[config.mk]
export PLATFORM = sky130hd
export DESIGN_NAME = register_file
export DESIGN_NICKNAME = d
export VERILOG_FILES = /design/src/rtl/register_file.sv
export SDC_FILE = /design/constraint.sdc
export NUM_CORES = 2
export LEC_CHECK = 0
export ABC_AREA = 1
export ABC_CLOCK_PERIOD_IN_PS = 1310
export CAP_MARGIN = 5
export CORE_MARGIN = 3
export CORE_UTILIZATION = 36
export DETAILED_ROUTE_END_ITERATION = 7
export DONT_BUFFER_PORTS = 1
export SLEW_MARGIN = 20
export SYNTH_ARGS = -nofsm -noshare
export SYNTH_HDL_FRONTEND = slang
export SYNTH_SLANG_ARGS = --single-unit
[constraint.sdc]
create_clock -name clk -period 1.31 [get_ports clk]
set_input_delay 0.1965 -clock clk [delete_from_list [all_inputs] [get_ports clk]]
set_output_delay 0.1965 -clock clk [all_outputs]
set_load 0.01 [all_outputs]
[src/rtl/register_file.sv]
// register_file: 2**ADDR_WIDTH x DATA_WIDTH register array.
// One synchronous write port and two combinational read ports.
// Register 0 always reads as zero. rst (active-low) clears the array at once.
// There is no write-to-read bypass: a read of the register being written
// shows the old value until the clock edge commits the write.
module register_file #(
  parameter int DATA_WIDTH = 32,
  parameter int ADDR_WIDTH = 5
) (
  input  logic                  clk,
  input  logic                  rst,
  input  logic                  we,
  input  logic [ADDR_WIDTH-1:0] rd,
  input  logic [DATA_WIDTH-1:0] dataIn,
  input  logic [ADDR_WIDTH-1:0] rs,
  input  logic [ADDR_WIDTH-1:0] rt,
  output logic [DATA_WIDTH-1:0] A,
  output logic [DATA_WIDTH-1:0] B
);

  localparam int NUM_REGS = 2 ** ADDR_WIDTH;

  // Storage for registers 1..NUM_REGS-1. Register 0 has no storage.
  logic [DATA_WIDTH-1:0] r_regs [1:NUM_REGS-1];

  // Read view of the whole array, with entry 0 tied to zero.
  logic [DATA_WIDTH-1:0] w_regs [NUM_REGS];

  // One-hot write strobe per register.
  logic [NUM_REGS-1:0]   w_wr_en;

  assign w_regs[0]  = '0;
  assign w_wr_en[0] = 1'b0;

  for (genvar g = 1; g < NUM_REGS; g++) begin : g_reg
    assign w_wr_en[g] = we && (rd == ADDR_WIDTH'(g));
    assign w_regs[g]  = r_regs[g];

    // Per-register storage: async clear takes priority over any write.
    always_ff @(posedge clk or negedge rst) begin
      if (!rst) begin
        r_regs[g] <= '0;
      end else if (w_wr_en[g]) begin
        r_regs[g] <= dataIn;
      end
    end
  end

  // Combinational read ports.
  always_comb begin
    A = w_regs[rs];
    B = w_regs[rt];
  end

endmodule

Word level (Yosys, flattened, before mapping) --
Cells that the tools add are included.
Storage, ports and cells: input bits 50, memories kept 0, register bits 992, bits in writable memories 0, ROM bits 0, logic and storage cells 103, bits in latches 0, output and inout bits 64
Cells by class: divide/modulo/power cells 0, equal/unequal tests 31, add/subtract/negate cells 0, shift-type cells 0, order comparisons 2, reduce and logical (&&, ||, !) cells 31, muxes and demuxes 6, multiply operators 0, bitwise operators 2
Operators by type and width (count):
- binary-select mux 32 bit (select 5 bit) | 2
- two-way mux 32 bit | 4
- equality test 5 bit, second input constant | 16
- equality test 5 x 4 -> 1 bit, second input constant | 8
- logical AND 1 bit | 31
- equality test 5 x 3 -> 1 bit, second input constant | 4
- greater-or-equal comparator 6 bit, second input constant | 2
- inverter 5 -> 6 bit | 2
- equality test 5 x 2 -> 1 bit, second input constant | 2
- equality test 5 x 1 -> 1 bit, second input constant | 1

Longest topological paths before layout --
depth in word-level cells 4, gate-level depth with buffers 11, gate-level depth less buffers 8

Worst setup path after synthesis --
OpenSTA, ideal clock, no wires.
kind input-to-output, from in rt[1], to out B[7], arrival 1.228 ns, setup slack -0.114 ns, data required time 1.113 ns, path buffers 3, stages on the path 9, cells stage by stage buf_4 > inv_2 > buf_2 > clkbuf_1 > a21oi_1 > nand3_1 > nand3_1 > nand3_1 > nand2_1
On the way: word-level cells in the longest chain between the ends 4
Ends and longest elaborated chain:
- start, declared | RTL line 16 | input logic [ADDR_WIDTH-1:0] rt,
- inverter 5 -> 6 bit (implied by the code) | RTL line 52 | B = w_regs[rt];
- binary-select mux 32 bit (select 5 bit) | RTL line 52
- two-way mux 32 bit (implied by the code) (2 in series) | RTL line 52
- end, declared | RTL line 18 | output logic [DATA_WIDTH-1:0] B
Every way passes these cells. The select of a mux whose other input is x is not followed.

Final worst setup path --
from in rt[0], to out B[11]
Same word-level chain as after synthesis.

==> reports/qor.yml <==
clocking:
  cts_tree: "yes"
  clock_sinks: 992
  clk_latency_ps: 750
  clock-root-buffer: "clkbuf_16"
  postCtsHoldBufs: 37
  path_clk_slew_ps: 50
  cts_buffers: 113
  cts.path.max_buffers: 3
  htreeDepth: 3
layout:
  top_regs: "r_regs x992"
  layout-drive-gt1-share: 0.1849
  largest_reg_flops: 992
  mostFrequentLayoutCells: "2727 x nand2_1, 1221 x nand3_1, 992 x dfrtp_1"
  layout_commonest_cell: "nand2_1"
  syn_to_final_growth_pct: 23.69
  antenna_cells: 0
  top_register: "r_regs"
  nNetsFinal: 8213
  fin_util: 0.4485
sta:
  fin_crit_ps: 3601
  setup_viol: 64
  tightest_slew_ps: 2939
  timing.hold.ws_ps: -842.4
  fin_ws_ps: -2291
  fin_skew_ps: 0
  timing.final.max_slew_violations: 262
  fin_crit_sh: 2.749
  rsz0062_at_grt: "true"
  slew_headroom: -0.9592
  fmax_ghz: 0.2777
  fin_setup_tns_ps: -81530
  final-hold-violation-count: 358
outcome:
  violations: "hold timing, slew limit, setup timing"
  status: "finished, violations left"
route:
  drt_iter0_markers: 6899
  vias: 56810
  drt_wl_total_um: 221300
  antenna_left: 0
  drc: 0
  drt-wirelength-per-cell_um: 21.48
  drtPass1Iterations: 7
  viasPerCell: 5.515
floorplan:
  chipWidth_um: 400.1
  coreArea_um2: 154200
  io_pins: 114
  die_h_um: 400.1
  std_cell_rows: 144
  die-area_um2: 160100
  start_util: 0.3626
power_and_ir_drop:
  p_per_area_nw_per_um2: 1392
  p_leak_nw: 33.38
  power.total_w: 0.09628
  peakVddDrop_mv: 1.052
placement:
  place.gp.congestion: 0.8646
  port-buffer-count: 0
  dp_hpwl_um: 121400
global_route:
  grt_first_pass_wirelength_um: 329500
  antenna_found_initial: 4
  grt_util_all_layers: 0.2675
  grt_pass1_vias: 53460
  grt_max_degree: 993
  grt_overflow: 0
critical_path:
  critical_path_class: "primary input to output port"
  worstPathRequired_ps: 1110
  setup.worst_path.start_class: "primary input"
  path_max_fanout: 398
  crit_arrival_ps: 3400
  end_kind: "output port"
flow_run:
  maxCapViolations: 0
synthesis:
  ys_warn_count: 0
  synth-edff-count: 0
  synth-main-ff-cell: "dfrtp_1"
  yosysUniqueCellTypes: 19
  async_flop_share: 1.000
  syn_area_um2: 55920
  yosysSeqAreaShare: 0.4439
  synth_area_per_cell_um2: 6.799
  synth-seq-cells: 992
  syn_nets: 8275
  synth_cells: 8225
worst_hold_path:
  hold_class: "primary input to async pin"
logic make-up (layout without fill, tap and decap cells):
logic type | count (synthesis) | in the layout | synth area share
AOI/OAI and AO/OA | 1248 | 1248 | 0.1117
and+or+nand+nor | 4550 | 4550 | 0.3419
DFF | 992 | 992 | 0.4439
buffers and inverters | 1435 | 1467 | 0.1026
per-layer routing:
metal / share of wire / global-route usage / up-vias
li1: - / - / 26170
met1: 0.41 / 0.3648 / 26930
met2: 0.43 / 0.4097 / 3060
met3: 0.10 / 0.05539 / 644
met4: 0.046 / 0.1170 / 4
met5: 0.000090 / 0 / -
worst paths after layout:
kind	from	cells past startpoint	to	slack, ps
max	rt[0]	8	B[11]	-2290
min reg2reg	r_regs[86]$_DFFE_PN0P_	2	r_regs[86]$_DFFE_PN0P_	480
min in group clk	rd[1]	6	r_regs[363]$_DFFE_PN0P_	70
max in group asynchronous	rst	3	r_regs[695]$_DFFE_PN0P_	150
min	rst	0	r_regs[427]$_DFFE_PN0P_	-840
max reg2reg	r_regs[639]$_DFFE_PN0P_	4	r_regs[639]$_DFFE_PN0P_	410
final cells by class:
| type | instances | area (um2) |
|---|---|---|
| fill | 15330 | 85060 |
| clock buffer | 146 | 3196 |
| clock inverter | 63 | 929.6 |
| multi-input combinational | 5798 | 28260 |
| tap | 2044 | 2557 |
| inverter | 754 | 2868 |
| sequential | 992 | 24820 |
| timing repair buffer | 504 | 6531 |
worst max-delay path, cell delays in order:
cell and delay [ps]:
nor2_4 900, buf_12 300, buf_12 180, a21oi_1 60, nand3_1 80, nand3_1 70, nand3_1 160, nand2_4 90
synth_stat cells, types with 15 or more instances:
master	instances	area, um2
a21oi_1	256	1281
buf_1	54	202.7
buf_2	228	1141
buf_4	15	112.6
clkbuf_1	383	1438
dfrtp_1	992	24820
inv_1	748	2808
nand2_1	2925	10980
nand2_2	18	112.6
nand3_1	1541	7712
nor2_1	52	195.2
o21ai_0	887	4439
o21ai_1	105	525.5
report_power, final:
part           total [W]  switching, W  leakage (nW)  internal (W)
sequential        0.0402       0.00382          12.9        0.0363
clock             0.0353        0.0139          2.02        0.0213
combinational     0.0208        0.0123          18.5       0.00851
timing repair:
item | 4_1_cts | 5_1_grt
setup buffers | 20 | 103
resized for setup | 214 | 621
endpoints found under the hold margin | 1984 | 283
endpoints found under the setup margin | 64 | 735
pin swaps | 222 | 311
gates cloned | 0 | 6
stage by stage:
stage / cells / worst slack, ps / instance area, um2
floorplan: 8225 / -6.558 / 56660
global placement: 9920 / -589.2 / 60900
detailed placement: 9920 / -597.7 / 60900
CTS: 10190 / -905.8 / 66330
global route: 10300 / -893.2 / 69170
finish: 10300 / -2291 / 69170
No activity file was read; power rests on OpenSTA's default activity.
